**src/rtl/ecd_row_receiver.sv**
```systemverilog
// ecd_row_receiver: checks framing and header-tag sequence of the ECD_Master
// row-data stream and forwards every beat through a 2-entry skid buffer.
module ecd_row_receiver #(
  parameter int unsigned DATA_WIDTH = 256,
  parameter int unsigned ROW_BEATS  = 32,
  parameter logic [31:0] START_TAG  = 32'h0000_C008
) (
  input  logic                  clk,
  input  logic                  reset,
  input  logic                  sync_in,
  input  logic                  clear_errors,
  input  logic [DATA_WIDTH-1:0] AXIS_RX_TDATA,
  input  logic                  AXIS_RX_TVALID,
  input  logic                  AXIS_RX_TLAST,
  output logic                  AXIS_RX_TREADY,
  output logic [DATA_WIDTH-1:0] AXIS_TX_TDATA,
  output logic                  AXIS_TX_TVALID,
  output logic                  AXIS_TX_TLAST,
  input  logic                  AXIS_TX_TREADY,
  output logic                  row_complete,
  output logic [31:0]           rows_received,
  output logic                  err_framing,
  output logic                  err_sequence
);

  localparam int unsigned CNT_W = 16;
  localparam logic [CNT_W-1:0] LAST_BEAT = CNT_W'(ROW_BEATS - 1);

  typedef enum logic [1:0] {EMPTY, ONE, FULL} skid_state_t;

  skid_state_t           state, state_nxt;
  logic                  load_head_in, load_head_skid, load_skid;
  logic [DATA_WIDTH-1:0] skid_data;
  logic                  skid_last;

  logic                  in_acc, out_acc;
  logic [CNT_W-1:0]      beat_cnt;
  logic [31:0]           expected_tag;
  logic                  is_header, at_last_beat, row_end;
  logic                  well_framed, framing_hit, sequence_hit;
  logic [31:0]           tag_cmp;

  assign in_acc  = AXIS_RX_TVALID & AXIS_RX_TREADY;
  assign out_acc = AXIS_TX_TVALID & AXIS_TX_TREADY;

  // Skid buffer state register
  always_ff @(posedge clk or posedge reset) begin
    if (reset) state <= EMPTY;
    else       state <= state_nxt;
  end

  // Skid buffer next-state logic
  always_comb begin
    state_nxt = state;
    unique case (state)
      EMPTY: if (in_acc) state_nxt = ONE;
      ONE: begin
        if (in_acc && !out_acc)      state_nxt = FULL;
        else if (!in_acc && out_acc) state_nxt = EMPTY;
      end
      FULL:    if (out_acc) state_nxt = ONE;
      default: state_nxt = EMPTY;
    endcase
  end

  // Skid buffer datapath controls
  always_comb begin
    load_head_in   = 1'b0;
    load_head_skid = 1'b0;
    load_skid      = 1'b0;
    unique case (state)
      EMPTY: load_head_in = in_acc;
      ONE: begin
        load_head_in = in_acc & out_acc;
        load_skid    = in_acc & ~out_acc;
      end
      FULL:    load_head_skid = out_acc;
      default: ;
    endcase
  end

  // Head (output) and skid registers, valid/ready flags
  always_ff @(posedge clk or posedge reset) begin
    if (reset) begin
      AXIS_TX_TDATA  <= '0;
      AXIS_TX_TLAST  <= 1'b0;
      AXIS_TX_TVALID <= 1'b0;
      AXIS_RX_TREADY <= 1'b0;
      skid_data      <= '0;
      skid_last      <= 1'b0;
    end else begin
      AXIS_TX_TVALID <= (state_nxt != EMPTY);
      AXIS_RX_TREADY <= (state_nxt != FULL);
      if (load_head_in) begin
        AXIS_TX_TDATA <= AXIS_RX_TDATA;
        AXIS_TX_TLAST <= AXIS_RX_TLAST;
      end else if (load_head_skid) begin
        AXIS_TX_TDATA <= skid_data;
        AXIS_TX_TLAST <= skid_last;
      end
      if (load_skid) begin
        skid_data <= AXIS_RX_TDATA;
        skid_last <= AXIS_RX_TLAST;
      end
    end
  end

  // Row framing and header-tag classification of the accepted beat
  always_comb begin
    is_header    = (beat_cnt == '0);
    at_last_beat = (beat_cnt == LAST_BEAT);
    tag_cmp      = sync_in ? START_TAG : expected_tag;
    row_end      = in_acc & (AXIS_RX_TLAST | at_last_beat);
    well_framed  = in_acc & AXIS_RX_TLAST & at_last_beat;
    framing_hit  = in_acc & (AXIS_RX_TLAST ^ at_last_beat);
    sequence_hit = in_acc & is_header & (AXIS_RX_TDATA[31:0] != tag_cmp);
  end

  // Beat counter, tag tracker, row counter and sticky error flags
  always_ff @(posedge clk or posedge reset) begin
    if (reset) begin
      beat_cnt      <= '0;
      expected_tag  <= START_TAG;
      rows_received <= '0;
      row_complete  <= 1'b0;
      err_framing   <= 1'b0;
      err_sequence  <= 1'b0;
    end else begin
      if (row_end)     beat_cnt <= '0;
      else if (in_acc) beat_cnt <= beat_cnt + CNT_W'(1);

      if (in_acc && is_header) expected_tag <= AXIS_RX_TDATA[31:0] + 32'd1;
      else if (sync_in)        expected_tag <= START_TAG;

      if (sync_in)          rows_received <= '0;
      else if (well_framed) rows_received <= rows_received + 32'd1;

      row_complete <= well_framed;
      err_framing  <= (err_framing  & ~clear_errors) | framing_hit;
      err_sequence <= (err_sequence & ~clear_errors) | sequence_hit;
    end
  end

endmodule

```
**config.mk**
```make
export PLATFORM = sky130hd
export DESIGN_NAME = ecd_row_receiver
export DESIGN_NICKNAME = d
export VERILOG_FILES = /design/src/rtl/ecd_row_receiver.sv
export SDC_FILE = /design/constraint.sdc
export NUM_CORES = 1
export LEC_CHECK = 0
export ABC_AREA = 1
export BUFFER_PORTS_ARGS = -buffer_cell sky130_fd_sc_hd__buf_2
export CORE_ASPECT_RATIO = 1.25
export CORE_MARGIN = 2
export CORE_UTILIZATION = 55
export DETAILED_ROUTE_END_ITERATION = 10
export PLACE_DENSITY = 0.81
export SLEW_MARGIN = 20
export SYNTH_ARGS = -nofsm -noshare
export SYNTH_HDL_FRONTEND = slang
export SYNTH_SLANG_ARGS = --single-unit
```
**constraint.sdc**
```tcl
create_clock -name clk -period 27.4 [get_ports clk]
set_clock_uncertainty 0.2 [all_clocks]
set_input_delay 2.74 -clock clk [delete_from_list [all_inputs] [get_ports clk]]
set_output_delay 2.74 -clock clk [all_outputs]
set_load 0.005 [all_outputs]
```
=== Word level (Yosys, flattened, before mapping) ===
Index checks and enable logic that the tools add are counted.

* RAM bits: 0
* Bits in registers: 601
* Output and inout bits: 294
* Memory bits (read-only): 0
* Bits in latches: 0
* Logic and storage cells: 68
* Memories: 0

* Multiplexer cells: 18
* Equality and inequality tests: 5
* Bitwise operators: 18
* Divide/modulo/power cells: 0
* Magnitude comparators: 0
* Shifts and indexed selects: 0
* $mul: 0
* Add/sub/neg operators: 3
* Reductions and logical operators: 11

{| class="wikitable"
|+ Operators by type and width
! kind !! count
|-
| 256-bit two-way mux || 2
|-
| 32-bit two-way mux || 4
|-
| 32-bit by 1-bit adder with 32-bit output (second input constant) || 2
|-
| 16-bit two-way mux || 2
|-
| 32-bit != test || 1
|-
| 16-bit by 1-bit adder with 16-bit output (second input constant) || 1
|-
| 16-bit by 5-bit equality test with 1-bit output (second input constant) || 1
|-
| 16-bit zero test || 1
|-
| 1-bit AND || 12
|-
| 2-bit two-way mux || 4
|-
| 2-bit nonzero test || 4
|-
| 2-bit case mux with 3 select lines || 1
|-
| 1-bit two-way mux || 4
|-
| 1-bit logical AND || 3
|-
| 1-bit bitwise OR || 3
|-
| 2-bit by 1-bit equality test with 1-bit output (second input constant) || 1
|-
| 2-bit equality test (second input constant) || 1
|-
| 1-bit zero test || 2
|-
| 2-bit zero test || 1
|-
| 2-bit != test (second input constant) || 1
|-
| 1-bit inverter || 2
|-
| 1-bit case mux with 2 select lines || 1
|-
| 1-bit XOR || 1
|}

=== Longest topological paths before layout ===
Gate-level depths: netlist (run 1).

* Word-level depth: 7
* Gate-level depth with buffers: 13
* Depth with buffers taken out: 12

=== Least setup slack after synthesis (run 1) ===
No wires, ideal clock.

* Path kind: in2reg
* Start: input port AXIS_RX_TDATA[0]
* End: register expected_tag[30]
* Required time: 27083 ps
* Stages: 10
* Arrival: 3710 ps
* Buffers on the path: 0
* Library setup time: 117 ps
* Setup slack: 23372 ps
* Path through: ha_1 > nand2_2 > nor2_4 > nand3_1 > nor2_2 > nand2_1 > nor2_1 > nand2_1 > nand3_1 > nand2_1

* Cells in the longest elaborated chain, start to end: 2

{| class="wikitable"
|+ Ends and longest elaborated chain
! what !! line !! source
|-
| start: declaration || 12 || <nowiki>input logic [DATA_WIDTH-1:0] AXIS_RX_TDATA,</nowiki>
|-
| 32-bit by 1-bit adder with 32-bit output || 132 || <nowiki>if (in_acc && is_header) expected_tag <= AXIS_RX_TDATA[31:0] + 32'd1;</nowiki>
|-
| 32-bit two-way mux || 132 ||
|-
| end signal: assignment || 132 ||
|-
| end: declaration || 38 || <nowiki>logic [31:0] expected_tag;</nowiki>
|}

No other way between the ends.
A chain may end at the register's enable or synchronous reset.

=== Worst setup path in the final report (run 1) ===
* Start: input port AXIS_TX_TREADY
* End: register AXIS_TX_TDATA[32]

* Cells in the longest elaborated chain, start to end: 4

{| class="wikitable"
|+ Ends and longest elaborated chain
! what !! line !! source
|-
| start: declaration || 19 || <nowiki>input logic AXIS_TX_TREADY,</nowiki>
|-
| 1-bit AND (*) || 44 || <nowiki>assign out_acc = AXIS_TX_TVALID & AXIS_TX_TREADY;</nowiki>
|-
| 1-bit AND || 74 || <nowiki>load_head_in = in_acc & out_acc;</nowiki>
|-
| 1-bit case mux with 2 select lines || 71 || <nowiki>unique case (state)</nowiki>
|-
| 256-bit two-way mux / 2-bit nonzero test (equally long branches) || - ||
|-
| end signal: assignment || 98 || <nowiki>AXIS_TX_TDATA <= skid_data;</nowiki>
|-
| end: declaration || 16 || <nowiki>output logic [DATA_WIDTH-1:0] AXIS_TX_TDATA,</nowiki>
|}

Mark *: on every way between the ends. The rest lies on a longest branch, timed or not.

==> metrics.txt, run 1 <==
H-tree level count=2; CP max FO=173; Post-Syn Area=26,500 um^2; I/O pin cnt=approximately 560; NumNets Final=3,843; Final Non-Filler Cells=4,265; EDFF count, synth=0; maximum clock rate=170 MHz; beginning of the worst hold path=skid_data[58]$_DFFE_PP0P_; routed wire length=73.7 mm; asr flop ratio synth=1.00; worst min-delay path endpoint=skid_data[58]$_DFFE_PP0P_; CTS Hold Bufs=0; Slew Limit Fails=0; DRC viols=0; CTS Buf Count=58; CP arrival=6.21 ns; R2R Path End=AXIS_TX_TDATA[32]$_DFFE_PP0P_; Cell Pwr Density=about 110 nW/um^2; period utilisation layout=0.215; first-pass GRT wire length=118 mm; WL/cell=approximately 17 um; crit path launch=AXIS_TX_TREADY; CORE AREA=47,300 um^2; placed cell areas=29,500 um^2; Initial Util=0.559; post-synthesis cell type with the largest combined area=dfrtp_1; clk sinks=601; die area=49,900 um^2; post-synth cell types=40; share of post-route cells with drive strength above 1=0.194; Crit. End Element=register; Setup crit start kind=input pin; outcome=finished clean; flop2flop setup slack=23.33 ns; PnR Total Power=3320 uW; CTS tree=done; most common cell after layout, fill and taps aside=nand2_1; HPWL Detailed=49.0 mm; Site Rows=about 90; mean post-synth cell area=8.53 um^2; via count=23,200; vias in the first global route=around 22,000; CP required=27.71 ns; Hold Path Class=reg -> reg; PnR worst setup slack=between 20 and 25 ns; Root Buffer=clkbuf_16; Net Count, Synth=approximately 3,400; dpl ws=roughly 21 ns; Setup-failing EPs final=0; Synth area leaders=dfrtp_1 (57%), nand2_1 (15%), o211ai_1 (7.3%); most frequent cells in the layout=nand2_1 (1,069), dfrtp_1 (598), buf_2 (556), inv_1 (336), o21ai_0 (303); Seq/Total Area, Yosys=0.568; port bufs=between 500 and 600; Vert. Die Dim=249 um; Clk pin slew, worst setup/hold paths=0.06 ns; LEAKAGE=0.0159 uW; synthesis warning total=0; R2R depth=8; min Tclk post-route=just under 6 ns; Post-Syn Instances=roughly 3,100; RSZ-0062 raised after global routing=no; 1st-pass router iterations=6; gr usage total=0.292; reg2reg start=AXIS_RX_TREADY$_DFF_PP0_; number of antenna violations at the first check in global routing=18; fill count=~3,900; Inst Count DP=a little over 4,000; Worst slew margin=0.238; Post-synth top flop=dfrtp_1; Max VDD drop=0.0000845 V; Post-DRT Antenna Nets=0; grt ovf=0; buffer count from post-CTS setup fixing=0; fin area=approximately 31,000 um^2; WHS Path Cells=2; P&R area growth vs syn=18.8%; post-CTS resize count=0; Max-cap violations=0; Max clock buf depth=3; Hold Vio Cnt, Final=0; Worst-Skew Late Latency=0.61 ns; maximum number of pins on one net before global-route repair=between 150 and 200; post-synth top area share=0.565; starting DRC count in detailed routing=1,955; critical path class=in -> reg; Worst Tran Pin Value=~1.1 ns; setup tns final=0 ns; Seq cells post-synth=601; Die X=between 200 and 250 um; Vias/cell=5.45; RePlAce Congestion=between 0.9 and 1
## Yosys cell counts (all sizes together) (2+ instances only)
cell,count
nand2,1077
dfrtp,598
inv,342
o21ai,327
o211ai,258
nor2,141
buf,102
nand3,83
clkbuf,62
nand4,22
xor2,20
a21oi,19
nor3,16
or2,7
ha,5
a21o,4
a31oi,3
dfstp,3
clkinv,2
o31ai,2
xnor2,2
## metal layers
metal | track usage | up-vias | wire length, um
li1 | - | 10900 | -
met1 | 0.374 | 11100 | 29100
met2 | 0.478 | 950 | 36000
met3 | 0.0506 | 216 | 4740
met4 | 0.150 | 6 | 3890
met5 | 0 | - | 31
## worst max path at each step
stage                                     to  slack (ns)  cells past startpoint
3_3_place_gp   AXIS_TX_TDATA[24]$_DFFE_PP0P_       21.09                      9
2_1_floorplan       AXIS_RX_TREADY$_DFF_PP0_        7.64                      1
3_5_place_dp   AXIS_TX_TDATA[35]$_DFFE_PP0P_       21.01                      9
6_report       AXIS_TX_TDATA[32]$_DFFE_PP0P_       21.50                      9
5_1_grt        AXIS_TX_TDATA[32]$_DFFE_PP0P_       21.23                      9
4_1_cts        AXIS_TX_TDATA[32]$_DFFE_PP0P_       21.65                      9
## kinds of logic (layout without fill, tap and decap cells)
group,after synthesis,after routing,synth area share
AND/OR/NAND/NOR,1350,1350,0.203
AO/OA/AOI/OAI,618,618,0.142
flip-flops,601,601,0.568
buffers and inverters,508,1019,0.0772
XOR/XNOR,22,22,0.00728
adder cells (fa/ha/maj),5,5,0.00236
other,0,13,0
## registers in the layout, summed over array words and instances (netlist names), 2 cells and up
name,flops
AXIS_TX_TDATA,256
beat_cnt,16
expected_tag,32
rows_received,32
skid_data,256
state,2
## cell type report
class	instances	area [um^2]	area share
clock inverter	17	255	0.00811
tap	637	797	0.0253
timing repair buffer	575	2950	0.0939
antenna	13	32.5	0.00103
multi-input combinational	1995	9410	0.299
sequential	601	15000	0.478
clock buffer	83	1650	0.0523
inverter	344	1310	0.0418
## stage by stage
step | utilization | hold WS, ns
detailed placement | 0.623 | 0.267
finish | 0.665 | 0.283
global route | 0.665 | 0.304
floorplan | - | 0.253
CTS | 0.663 | 0.288
global placement | 0.623 | 0.261
## critical path: stages
cell	delay, ns
buf_2	0.10
nand2_1	0.15
nand2_1	0.13
nand2_4	0.54
nand2_1	0.28
inv_8	0.71
buf_4	0.89
nand2_1	0.18
o211ai_1	0.16
## where the power goes
| part | switching, uW | leakage (uW) | internal [uW] |
|---|---|---|---|
| logic | 625 | 0.00741 | 393 |
| clock network | 341 | 0.000914 | 472 |
| registers | 211 | 0.00757 | 1280 |
| total | 1180 | 0.0159 | 2140 |
Power figures use the tool's default switching activity.
==> run 2, diff against run 1 <==
==> constraint.sdc (replaced) <==
create_clock -name clk -period 5.8 [get_ports clk]
set_clock_uncertainty 0.2 [all_clocks]
set_input_delay 0.58 -clock clk [delete_from_list [all_inputs] [get_ports clk]]
set_output_delay 0.58 -clock clk [all_outputs]
set_load 0.005 [all_outputs]
==> run 2 against run 1 <==
Core utilization rose by 0.095 points. Sequential cell count did not move. Worst hold slack worse by 0.25 ns. Routed wire length up 0.71%. Power rose to 4.7 times the previous value. Clock-buffer cell count is 1 higher. Sequential share of layout area fell by 0.068 points. First-iteration DRC count fell by 4.1%. Setup slack worse by 19 ns.
==> metrics.txt, run 2 (same netlist as run 1, synthesis figures left out) <==
multi-input logic area=between 9000 and 10,000 um^2; Slowest cell on crit path=buf_4; period utilisation layout=0.573; 1st-pass router iterations=6; DRC viols=0; NetSw=5610 uW; gr usage total=0.293; number of antenna violations at the first check in global routing=21; Cell Pwr Density=495 nW/um^2; PnR worst setup slack=2.48 ns; reg2reg start=AXIS_TX_TVALID$_DFF_PP0_; Die X=200 um; critical path class=reg -> reg; Site Rows=between 80 and 90; Initial Util=0.559; Sequential Power Share=0.451; die area=49,900 um^2; HPWL Detailed=50.2 mm; Worst-Skew Late Latency=0.61 ns; Clk pin slew, worst setup/hold paths=0.06 ns; routed wire length=74.2 mm; grt ovf=0; Crit. End Element=register; WL/cell=17.3 um; CTS Buf Count=56; Vert. Die Dim=249 um; CP peak stage delay=0.80 ns; post-layout util=0.666; CP required=6.04 ns; NumNets Final=3,846; starting DRC count in detailed routing=1,874; most frequent cells in the layout=nand2_1 (1,069), dfrtp_1 (598), buf_2 (556), inv_1 (336), o21ai_0 (303); Hold Vio Cnt, Final=0; CP max FO=77; fill count=3,816; port bufs=556; Setup crit start kind=register; vias in the first global route=22,100; buffer count from post-CTS setup fixing=0; min Tclk post-route=between 3 and 4 ns; Hold Slack=0.0372 ns; Clock Power Share=0.238; crit path launch=AXIS_TX_TVALID$_DFF_PP0_; post-CTS resize count=0; CP arrival=3.56 ns; H-tree level count=2; first-pass GRT wire length=roughly 120 mm; outcome=finished clean; Post-DRT Antenna Nets=0; clk sinks=601; CORE AREA=47,300 um^2; internal power=around 10000 uW; Hold Path Class=in -> reg; RSZ-0062 raised after global routing=no; CTS tree=done; biggest regs=AXIS_TX_TDATA (256), skid_data (256); setup tns final=0 ns; Worst slew margin=0.196; I/O pin cnt=roughly 560; LEAKAGE=0.0159 uW; Max clock buf depth=3; Vias/cell=5.45; Root Buffer=clkbuf_16; Max-cap violations=0; dpl ws=2.21 ns; beginning of the worst hold path=AXIS_RX_TDATA[138]; share of post-route cells with drive strength above 1=0.197; Sw Share=0.360; P&R area growth vs syn=19.0%; maximum clock rate=301 MHz; FF+latch area=15,000 um^2; crit-path cells=nand2_1, nand2_1, nand2_4, buf_4, buf_4, o211ai_1; RePlAce Congestion=0.918; Setup-failing EPs final=0; Max VDD drop=approximately 0.00034 V; Logic pwr share=0.311; via count=23,300; most common cell after layout, fill and taps aside=nand2_1; Final Non-Filler Cells=approximately 4,300; Inst Count DP=4,156; Worst Tran Pin Value=1.21 ns; maximum number of pins on one net before global-route repair=~240; Slew Limit Fails=0
==> run 2: cell types whose count changed in the layout (fill, tap and decap cells not counted), sizes merged <==
cell / change
clkbuf: +1
clkinv: +9
buf: +4
dlygate4sd3: +1
diode: +4
bufinv: -4
clkinvlp: -1
==> run 2: final timing paths <==
kind | endpoint | slack (ns) | cells after the start
max | AXIS_TX_TDATA[57]$_DFFE_PP0P_ | 2.48 | 6
min | skid_data[138]$_DFFE_PP0P_ | 0.04 | 3
max reg2reg | AXIS_TX_TDATA[57]$_DFFE_PP0P_ | 2.48 | 6
min reg2reg | err_sequence$_DFF_PP0_ | 0.28 | 2
max in group asynchronous | AXIS_TX_TDATA[176]$_DFFE_PP0P_ | 3.65 | 5
min in group asynchronous | AXIS_TX_TDATA[80]$_DFFE_PP0P_ | 0.33 | 3
==> run 2: layout make-up <==
| class | instances | share of cell area |
|---|---|---|
| Multi-Input combinational cell | 1995 | 0.299 |
| Antenna cell | 17 | 0.00135 |
| Timing Repair Buffer | 580 | 0.0961 |
| Tap cell | 637 | 0.0253 |
| Clock inverter | 21 | 0.00636 |
| Clock buffer | 84 | 0.0529 |
| Inverter | 344 | 0.0416 |
| Sequential cell | 601 | 0.478 |
==> run 2: critical path, delay by kind of cell, from the launching register on <==
family / cells / cell delay [ns]
AND/OR/NAND/NOR: 3 / 0.72
buffers and inverters: 2 / 1.48
AO/OA/AOI/OAI: 1 / 0.19
flip-flops: 1 / 0.37
==> run 2: per-stage QoR <==
step | area (um^2) | power [uW]
final | 31500 | 15600
after global routing | 31500 | 16600
after CTS | 31500 | 15600
after detailed placement | 29600 | 11900
after global placement | 29600 | 11600
after floorplan | 26500 | 9860
==> run 2: layer usage <==
| layer | share of wire | routed length, um | track usage |
|---|---|---|---|
| met3 | 0.069 | 5090 | 0.0512 |
| met5 | 0.00065 | 48 | 0 |
| met1 | 0.39 | 29100 | 0.376 |
| met2 | 0.49 | 36500 | 0.484 |
| met4 | 0.047 | 3510 | 0.142 |
==> run 2: power by group through the flow <==
stage	combinational, uW	clock (uW)	sequential [uW]
6_report	4850	3720	7030
5_1_grt	5440	3940	7220
4_1_cts	4890	3760	6990
3_5_place_dp	4860	0	7040
3_3_place_gp	4660	0	6990
2_1_floorplan	2890	0	6980
==> run 2: what timing repair did <==
item / 4_1_cts / 5_1_grt
setup endpoints to repair: 0 / 0
endpoints found under the hold margin: 12 / 0
hold buffers: 1 / 0
==> run 3, diff against run 2 <==
--- a/config.mk
+++ b/config.mk
@@ -9,9 +9,9 @@
 export BUFFER_PORTS_ARGS = -buffer_cell sky130_fd_sc_hd__buf_2
 export CORE_ASPECT_RATIO = 1.25
 export CORE_MARGIN = 2
-export CORE_UTILIZATION = 55
+export CORE_UTILIZATION = 50
 export DETAILED_ROUTE_END_ITERATION = 10
-export PLACE_DENSITY = 0.81
+export PLACE_DENSITY = 0.78
 export SLEW_MARGIN = 20
 export SYNTH_ARGS = -nofsm -noshare
 export SYNTH_HDL_FRONTEND = slang
==> constraint.sdc (replaced) <==
create_clock -name clk -period 2.9 [get_ports clk]
set_clock_uncertainty 0.2 [all_clocks]
set_input_delay 0.29 -clock clk [delete_from_list [all_inputs] [get_ports clk]]
set_output_delay 0.29 -clock clk [all_outputs]
set_load 0.005 [all_outputs]
==> run 3 against run 2 <==
Clock power grew 120%. Sequential power grew 100%. Via count grew 8.2%. Global-route usage grew 0.69 points. Sequential share of layout area shrank 4.5 points. Combinational power grew 120%. Cell count grew 7.7%. Final area grew 10%. Worst hold slack gained 0.094 ns. Non-clock buffer count grew 295. Sequential cell count is the same.
==> metrics.txt, run 3 (same netlist as run 1, synthesis figures left out) <==
Die X=210 um; maximum number of pins on one net before global-route repair=~200; H-tree level count=2; RePlAce Congestion=0.889; Max VDD drop=0.000739 V; Clk pin slew, worst setup/hold paths=0.07 ns; Hold Vio Cnt, Final=0; most frequent cells in the layout=nand2_1 (1,069), dfrtp_1 (598), buf_2 (556), inv_1 (336), o21ai_0 (303); CORE AREA=52,500 um^2; CP required=3.20 ns; CTS Buf Count=59; multi-input logic area=~9400 um^2; share of post-route cells with drive strength above 1=0.191; DRC viols=0; routed wire length=84.4 mm; CP max FO=5; Slew Limit Fails=0; 1st-pass router iterations=6; die area=54,800 um^2; CP peak stage delay=0.56 ns; most frequent CP cell=nand2_1; Worst-Skew Late Latency=0.62 ns; Vias/cell=5.47; vias in the first global route=24,900; min Tclk post-route=2.55 ns; post-CTS resize count=0; grt ovf=0; WL/cell=around 18 um; Root Buffer=clkbuf_16; port bufs=556; Worst slew margin=0.319; Initial Util=0.505; Max-cap violations=0; Worst Tran Pin Value=1.02 ns; critical path class=in -> reg; number of antenna violations at the first check in global routing=12; LEAKAGE=between 0.015 and 0.02 uW; PnR worst setup slack=0.346 ns; Max clock buf depth=3; FF+latch area=roughly 15,000 um^2; Setup-failing EPs final=0; period utilisation layout=0.881; biggest regs=AXIS_TX_TDATA (256), skid_data (256); Hold Path Class=in -> async; HPWL Detailed=around 52 mm; Crit. End Element=register; I/O pin cnt=557; Post-DRT Antenna Nets=0; RSZ-0062 raised after global routing=no; Vert. Die Dim=roughly 260 um; P&R area growth vs syn=31.3%; NumNets Final=just over 4,000; setup tns final=0 ns; clk sinks=around 600; PnR Total Power=about 33,000 uW; most common cell after layout, fill and taps aside=nand2_1; crit-path cells=dlygate4sd3_1, buf_2, ha_1, nand2_2, nor2_4, nand3_1, nor2_2, nand2_1, nor2_1, nand2_1, dlygate4sd3_1, nand3_1, nand2_1; Site Rows=94; Inst Count DP=4,222; gr usage total=0.300; maximum clock rate=391 MHz; Hold Slack=roughly 0.13 ns; Final Non-Filler Cells=about 4,600; Cell Pwr Density=between 900 and 1000 nW/um^2; dpl ws=roughly 0.7 ns; outcome=finished clean; Setup crit start kind=input pin; fill count=4,008; CTS tree=done; via count=between 20,000 and 30,000; starting DRC count in detailed routing=2,543; CP arrival=~2.9 ns; Slowest cell on crit path=dlygate4sd3_1; first-pass GRT wire length=132 mm
-- run 3: metal layers --
metal,GRT usage,part of all wire
met1,0.365,0.38
met2,0.500,0.48
met3,0.0547,0.075
met4,0.182,0.064
met5,0,0
-- run 3: worst max-delay path: cells and delay by family --
kind,cells,cell delay (ns)
fa+ha+maj,1,0.20
buf+inv,3,1.26
simple gates,9,1.11
-- run 3: stage by stage --
stage	cell area, um^2	util
after floorplan	26500	-
after global placement	30000	0.573
after detailed placement	30000	0.573
after CTS	34700	0.662
after global routing	34800	0.663
final	34800	0.663
-- run 3: cell type report --
| cell class | count | share of cell area |
|---|---|---|
| clock inverters | 27 | 0.00968 |
| well taps | 672 | 0.0242 |
| flip-flops and latches | 601 | 0.433 |
| diodes | 14 | 0.00101 |
| clock buffers | 82 | 0.0487 |
| multi-input cells | 1995 | 0.271 |
| repair buffers | 875 | 0.175 |
| inverters | 344 | 0.0377 |
-- run 3: worst paths after layout --
check                                           start                       endpoint  slack [ns]  depth (start not counted)
max in group asynchronous                       reset     skid_data[132]$_DFFE_PP0P_        1.42                          5
max reg2reg                   beat_cnt[0]$_DFFE_PP0P_     expected_tag[22]$_DFF_PP0_        0.48                          9
min                                             reset  AXIS_TX_TDATA[61]$_DFFE_PP0P_        0.13                          3
max                                  AXIS_RX_TDATA[0]     expected_tag[30]$_DFF_PP0_        0.35                         13
min reg2reg                skid_data[246]$_DFFE_PP0P_     skid_data[246]$_DFFE_PP0P_        0.28                          2
min in group clk           skid_data[246]$_DFFE_PP0P_     skid_data[246]$_DFFE_PP0P_        0.28                          2
-- run 3: repair_timing --
item                                   in CTS  in global routing
hold buffers                              265                  0
buffers inserted                            0                  0
endpoints found under the hold margin     602                  0
-- run 3: report_power, final --
group / internal [uW] / switching (uW) / total [uW]
logic: 4170 / 6460 / 10600
registers: 12100 / 2070 / 14100
clock network: 4700 / 3380 / 8090
